## config.mk

```make
export PLATFORM = sky130hd
export DESIGN_NAME = id_ex_stage
export DESIGN_NICKNAME = d
export VERILOG_FILES = /design/src/rtl/id_ex_stage.sv
export SDC_FILE = /design/constraint.sdc
export NUM_CORES = 1
export LEC_CHECK = 0
export ABC_AREA = 1
export CAP_MARGIN = 20
export CORE_AREA = 2 2 151 153
export DETAILED_ROUTE_END_ITERATION = 10
export DIE_AREA = 0 0 153 155
export MAX_ROUTING_LAYER = met4
export PLACE_DENSITY = 0.74
export REMOVE_ABC_BUFFERS = 1
export SLEW_MARGIN = 20
export SYNTH_ARGS = -nofsm -noshare
export SYNTH_HDL_FRONTEND = slang
export SYNTH_SLANG_ARGS = --single-unit
```

## constraint.sdc

```tcl
create_clock -name i_clk -period 4.09 [get_ports i_clk]
set_clock_uncertainty 0.15 [all_clocks]
set_input_delay 0.6135 -clock i_clk [delete_from_list [all_inputs] [get_ports i_clk]]
set_output_delay 0.6135 -clock i_clk [all_outputs]
set_load 0.005 [all_outputs]
```

## src/rtl/id_ex_stage.sv

```systemverilog
// id_ex_stage: ID/EX pipeline register for the 5-stage core.
//
// Captures decoded fields and register-file operands from decode. Presents
// them to EX under a valid/ready handshake. Also does RAW hazard detection
// (bubble insertion), optional operand forwarding, and branch-flush squashing.
//
// Handshake: a decode instruction transfers on a rising edge where
// i_id_valid && o_id_ready. The held instruction leaves on an edge where
// o_ex_valid && i_ex_ready. The register only loads when it is empty or
// draining (advance). Otherwise every register holds.
//
// Configuration macro: ID_EX_FWD_EN
//   defined   : forward from EX (non-load held here) and MEM. Stall only on
//               a load held here, giving a one-bubble load-use penalty.
//   undefined : operands come from the register file only. Stall on any
//               valid held writer and on a MEM-stage writer. The register
//               file bypass covers WB.
//
// Ports:
//   i_clk, i_rst            clock, synchronous active-high reset
//   i_id_*                  decode instruction and handshake (o_id_ready)
//   i_ex_ready              EX accepts the held instruction
//   i_ex_result             EX result of the held instruction (forwarding)
//   i_mem_rd_*              MEM-stage writeback info (hazard/forwarding)
//   i_flush                 squash the held and the decode instruction
//   o_ex_*                  registered payload presented to EX
//   o_stall                 hazard stall asserted this cycle
module id_ex_stage #(
  parameter int CTRL_W = 16
) (
  input  logic              i_clk,
  input  logic              i_rst,
  input  logic              i_id_valid,
  output logic              o_id_ready,
  input  logic [31:0]       i_id_pc,
  input  logic [4:0]        i_id_rs1_addr,
  input  logic [4:0]        i_id_rs2_addr,
  input  logic              i_id_rs1_used,
  input  logic              i_id_rs2_used,
  input  logic [31:0]       i_id_rs1_data,
  input  logic [31:0]       i_id_rs2_data,
  input  logic [31:0]       i_id_imm,
  input  logic              i_id_rd_wen,
  input  logic [4:0]        i_id_rd_waddr,
  input  logic              i_id_is_load,
  input  logic [CTRL_W-1:0] i_id_ctrl,
  input  logic              i_ex_ready,
  input  logic [31:0]       i_ex_result,
  input  logic              i_mem_rd_wen,
  input  logic [4:0]        i_mem_rd_waddr,
  input  logic [31:0]       i_mem_rd_wdata,
  input  logic              i_flush,
  output logic              o_ex_valid,
  output logic [31:0]       o_ex_pc,
  output logic [31:0]       o_ex_imm,
  output logic [31:0]       o_ex_rs1_data,
  output logic [31:0]       o_ex_rs2_data,
  output logic              o_ex_rd_wen,
  output logic [4:0]        o_ex_rd_waddr,
  output logic              o_ex_is_load,
  output logic [CTRL_W-1:0] o_ex_ctrl,
  output logic              o_stall
);

  logic              r_ex_valid;
  logic [31:0]       r_ex_pc;
  logic [31:0]       r_ex_imm;
  logic [31:0]       r_ex_rs1_data;
  logic [31:0]       r_ex_rs2_data;
  logic              r_ex_rd_wen;
  logic [4:0]        r_ex_rd_waddr;
  logic              r_ex_is_load;
  logic [CTRL_W-1:0] r_ex_ctrl;

  logic        w_advance;
  logic        w_hazard;
  logic        w_id_ready;
  logic        w_stall_a_wen;  // stall source held in this stage
  logic        w_stall_b_wen;  // stall source in MEM
  logic        w_fwd_ex_wen;
  logic        w_fwd_mem_wen;
  logic [31:0] w_rs1_op;
  logic [31:0] w_rs2_op;

  // x0 never matches, so it never stalls or forwards.
  function automatic logic match(input logic used, input logic [4:0] src,
                                 input logic wen, input logic [4:0] dst);
    return used && (src != 5'd0) && (src == dst) && wen;
  endfunction

`ifdef ID_EX_FWD_EN
  // A load's data is not ready until MEM, so only a held load stalls.
  assign w_stall_a_wen = r_ex_valid && r_ex_is_load && r_ex_rd_wen;
  assign w_stall_b_wen = 1'b0;
  assign w_fwd_ex_wen  = r_ex_valid && !r_ex_is_load && r_ex_rd_wen;
  assign w_fwd_mem_wen = i_mem_rd_wen;
`else
  assign w_stall_a_wen = r_ex_valid && r_ex_rd_wen;
  assign w_stall_b_wen = i_mem_rd_wen;
  assign w_fwd_ex_wen  = 1'b0;
  assign w_fwd_mem_wen = 1'b0;
`endif

  assign w_advance = !r_ex_valid || i_ex_ready;

  assign w_hazard = i_id_valid && (
      match(i_id_rs1_used, i_id_rs1_addr, w_stall_a_wen, r_ex_rd_waddr) ||
      match(i_id_rs2_used, i_id_rs2_addr, w_stall_a_wen, r_ex_rd_waddr) ||
      match(i_id_rs1_used, i_id_rs1_addr, w_stall_b_wen, i_mem_rd_waddr) ||
      match(i_id_rs2_used, i_id_rs2_addr, w_stall_b_wen, i_mem_rd_waddr));

  assign w_id_ready = !i_rst && w_advance && !w_hazard && !i_flush;

  // Operand select: x0, then EX (youngest), then MEM, then register file.
  always_comb begin
    w_rs1_op = i_id_rs1_data;
    if (i_id_rs1_addr == 5'd0)
      w_rs1_op = 32'd0;
    else if (match(i_id_rs1_used, i_id_rs1_addr, w_fwd_ex_wen, r_ex_rd_waddr))
      w_rs1_op = i_ex_result;
    else if (match(i_id_rs1_used, i_id_rs1_addr, w_fwd_mem_wen, i_mem_rd_waddr))
      w_rs1_op = i_mem_rd_wdata;
  end

  always_comb begin
    w_rs2_op = i_id_rs2_data;
    if (i_id_rs2_addr == 5'd0)
      w_rs2_op = 32'd0;
    else if (match(i_id_rs2_used, i_id_rs2_addr, w_fwd_ex_wen, r_ex_rd_waddr))
      w_rs2_op = i_ex_result;
    else if (match(i_id_rs2_used, i_id_rs2_addr, w_fwd_mem_wen, i_mem_rd_waddr))
      w_rs2_op = i_mem_rd_wdata;
  end

  always_ff @(posedge i_clk) begin
    if (i_rst) begin
      r_ex_valid    <= 1'b0;
      r_ex_pc       <= '0;
      r_ex_imm      <= '0;
      r_ex_rs1_data <= '0;
      r_ex_rs2_data <= '0;
      r_ex_rd_wen   <= 1'b0;
      r_ex_rd_waddr <= '0;
      r_ex_is_load  <= 1'b0;
      r_ex_ctrl     <= '0;
    end else if (i_flush) begin
      // Squash even when EX is back-pressuring us.
      r_ex_valid  <= 1'b0;
      r_ex_rd_wen <= 1'b0;
    end else if (w_advance) begin
      if (i_id_valid && w_id_ready) begin
        r_ex_valid    <= 1'b1;
        r_ex_pc       <= i_id_pc;
        r_ex_imm      <= i_id_imm;
        r_ex_rs1_data <= w_rs1_op;
        r_ex_rs2_data <= w_rs2_op;
        r_ex_rd_wen   <= i_id_rd_wen;
        r_ex_rd_waddr <= i_id_rd_waddr;
        r_ex_is_load  <= i_id_is_load;
        r_ex_ctrl     <= i_id_ctrl;
      end else begin
        // Bubble: payload kept, but it must never look like a writer.
        r_ex_valid  <= 1'b0;
        r_ex_rd_wen <= 1'b0;
      end
    end
  end

  assign o_id_ready    = w_id_ready;
  assign o_stall       = !i_rst && w_hazard && !i_flush;
  assign o_ex_valid    = r_ex_valid;
  assign o_ex_pc       = r_ex_pc;
  assign o_ex_imm      = r_ex_imm;
  assign o_ex_rs1_data = r_ex_rs1_data;
  assign o_ex_rs2_data = r_ex_rs2_data;
  assign o_ex_rd_wen   = r_ex_rd_wen;
  assign o_ex_rd_waddr = r_ex_rd_waddr;
  assign o_ex_is_load  = r_ex_is_load;
  assign o_ex_ctrl     = r_ex_ctrl;

endmodule

```

==> flow_summary_export.csv <==
group,metric,value,unit
timing,slew_violations,0,
place,place_ws,0.7837,ns
logic_synthesis,avgSynthCellArea,6.350,um^2
worst_setup_path,reg2reg_depth,12,
timing,period_share,81.15,%
timing,fmax,0.3013,GHz
global_route,grt_use_met3,3.816,%
worst_setup_path,cp_max_fo,4,
global_route,gr-max-usage-layer,"met2",
worst_setup_path,cp_cell_sequence,"clkdlybuf4s50_1 -> nor2_1 -> nand3_2 -> nand2_1 -> inv_1 -> nand3_1 -> nand2_1 -> nand2_1 -> nand2_1 -> a21boi_0 -> clkdlybuf4s50_1",
place,dp_hpwl,14200,um
global_route,antenna_found_initial,0,
route,wire_per_inst,11.77,um
clocking,cts_buffers,17,
cells_and_area,final_nets,1619,
worst_setup_path,slowest_stage,"clkdlybuf4s50_1",
power,irDropWorstVdd,0.2667,mV
clocking,cts_setup_buffers,0,
worst_setup_path,r2r_start,"o_ex_rd_waddr[0]",
route,drtPass1Iterations,6,
logic_synthesis,yosys-top-cells-area,"dfxtp_1, nand2_1, nor2_1",
power,power_density,349.3,nW/um^2
timing,final.setup.tns,0,ns
timing,rsz0062_at_grt,"no",
cells_and_area,layout_commonest_cell,"clkdlybuf4s50_1",
worst_setup_path,endpoint,"o_id_ready",
power,p_sw,0.0009972,W
floorplanning,die-height,155,um
timing,hold_violations,0,
cells_and_area,final_cell_mix,"clkdlybuf4s50_1, nand2_1, nor2_1, inv_1, dfxtp_1",
worst_setup_path,crit_required,3.33,ns
clocking,cts_max_path_buffers,2,
logic_synthesis,ys_seq_elements,152,
power,p_leak,5.289,nW
clocking,clk_pin_slew,0.06,ns
clocking,cts_sinks,152,
place,io_buffers,327,
global_route,grt_pass1_vias,6460,
worst_setup_path,r2r_end,"o_ex_imm[5]",
route,num_vias,6904,
worst_setup_path,cpLargestDelayFamily,"buffers and inverters",
status,status,"completed",
logic_synthesis,synth_largest_area_cell,"dfxtp_1",
place,gp_congestion,0.7879,
global_route,grt_start_max_net_pins,82,
clocking,insertion_delay,0.42,ns
route,drc,0,
floorplanning,num_rows,55,
global_route,grtUsageTotal,16.82,%
logic_synthesis,synth_top_area_share,44.49,%
floorplanning,die_x,153,um
worst_setup_path,rrSetupSlack,1.77,ns
power,p_sw_share,26.17,%
route,vias_per_cell,4.112,
timing,worstMarginPinSlew,0.5998,ns
logic_synthesis,synth.distinct_cells,21,
place,dpl-instance-area,10320,um^2
clocking,htree_levels,4,
global_route,grt-ovfl-total,0,
timing,setup_viol,0,
clocking,cts_tree,"yes",
power,comb_power_share,16.4,%
floorplanning,io_pins,392,
route,drt_wl_total,19750,um
logic_synthesis,yosysSeqAreaShare,44.49,%
worst_setup_path,cp_num_buf_inv,3,
timing,relSlewSlack,59.93,%
worst_setup_path,crit_path_start,"i_id_rs2_addr[3]",
worst_setup_path,crit_type,"in -> out",
floorplanning,die_area,23720,um^2
worst_setup_path,endpoint_kind,"primary output",
floorplanning,start_util,30.77,%
clocking,ctsResizeCount,0,
timing,fin_crit,3.319,ns
worst_setup_path,cp.depth,11,
worst_setup_path,start_kind,"input port",
worst_setup_path,cp_data_arrival_time,2.56,ns
floorplanning,core_area,22230,um^2
logic_synthesis,synth_cells,1077,
cells_and_area,syn_to_final_growth,59.48,%
worst_setup_path,cpPeakStageDelay,0.53,ns
cells_and_area,num_antenna_cells,0,
logic_synthesis,syn_area,6839,um^2
cells_and_area,layout-drive-gt1-share,3.659,%
cells_and_area,final_area,10910,um^2
min_path,hold_class,"reg -> reg",
power,power.share.sequential,42.0,%
timing,setup_slack,0.7710,ns
power,p_int,0.002813,W
route,drt_first_iter_violations,339,
global_route,grtUsageMet1,19.44,%
clocking,cts-root-buf,"clkbuf_16",
power,clockPowerShare,41.6,%
route,ant_nets,0,
global_route,use_met2,28.87,%
logic_synthesis,ys_warn_count,0,
cells_and_area,final_util,49.07,%
clocking,hold_buffers,0,
global_route,grt_pass1_wl,31630,um
cells_and_area,n_fill_cell,2136,
job,maxCapViolCount,0,
worst_setup_path,cp_common_cell,"nand2_1",
[power by group through the flow]
stage | Combinational [W] | Sequential [W] | Clock [W]
global placement | 0.000619 | 0.00163 | 0
finish | 0.000625 | 0.00160 | 0.00158
detailed placement | 0.000628 | 0.00164 | 0
floorplan | 0.000261 | 0.00164 | 0
CTS | 0.000633 | 0.00160 | 0.00164
global route | 0.000697 | 0.00161 | 0.00170
[area by class of cell]
type | count | area [um^2] | share of cell area [%]
tap | 285 | 356.6 | 3.269
timing repair buffer | 340 | 3446 | 31.59
clock buffer | 18 | 439.2 | 4.027
inverter | 202 | 760.7 | 6.975
sequential | 152 | 3043 | 27.90
clock inverter | 14 | 146.4 | 1.342
multi-input combinational | 668 | 2715 | 24.89
[per-stage QoR]
stage,power (W),cells,hold WS [ns]
global route,0.004006,1679,0.3820
global placement,0.002250,1647,0.3446
CTS,0.003871,1679,0.3606
detailed placement,0.002264,1647,0.3488
finish,0.003810,1679,0.3587
floorplan,0.001901,1022,0.3204
[logic make-up (layout without fill, tap and decap cells)]
kind of cell,Yosys count,in the layout,synth area share [%]
XOR/XNOR,16,16,2.049
flip-flops,152,152,44.49
AO/OA/AOI/OAI,67,67,4.940
buffers and inverters,257,574,15.93
AND/OR/NAND/NOR,585,585,32.58
[registers in the layout (all words and copies together) (netlist names)]
signal	count
o_ex_imm	32
o_ex_pc	32
o_ex_rs1_data	32
o_ex_rs2_data	32
o_ex_ctrl	16
o_ex_rd_waddr	5
o_ex_is_load	1
o_ex_rd_wen	1
o_ex_valid	1
[worst register-to-register path, cell delays in order (launching register included)]
cell and delay, ns:
dfxtp_1 0.39, inv_1 0.07, nand2_1 0.05, nand2_1 0.05, nand2_1 0.07, nor2_1 0.04
nand3_1 0.06, nand2_1 0.05, nand2_1 0.11, nand4_4 0.49, buf_12 0.41, nor2_1 0.21
nor2_1 0.06
[synth_stat cells]
master      n
buf_6       9
a21boi_0    1
inv_2       1
nand4_2     1
dfxtp_1   152
a21oi_1    46
inv_1     200
nand3_1     3
nor2_1    251
clkinv_1    1
xor2_1     10
o21ai_0     7
o21ai_1    13
clkbuf_1   18
or2_2       1
nand4_1     2
nand3_2     2
xnor2_1     6
nand2_1   325
buf_2      19
buf_4       9
[routing by layer]
metal	part of all wire, %	wire (um)
met5	0	0
met4	2.3	459
met3	5.4	1066
met2	49	9721
met1	43	8507
[worst min-delay path by stage]
stage                            startpoint                 to  slack (ns)  depth (start not counted)
final                     o_ex_rs2_data[29]  o_ex_rs2_data[29]        0.36                          4
after global routing            o_ex_rd_wen        o_ex_rd_wen        0.38                          2
after CTS                      o_ex_imm[12]       o_ex_imm[12]        0.36                          4
after detailed placement       o_ex_imm[12]       o_ex_imm[12]        0.35                          4
after global placement          o_ex_imm[8]        o_ex_imm[8]        0.34                          4
after floorplan                 o_ex_rd_wen        o_ex_rd_wen        0.32                          2
No activity file was read; power rests on OpenSTA's default activity.
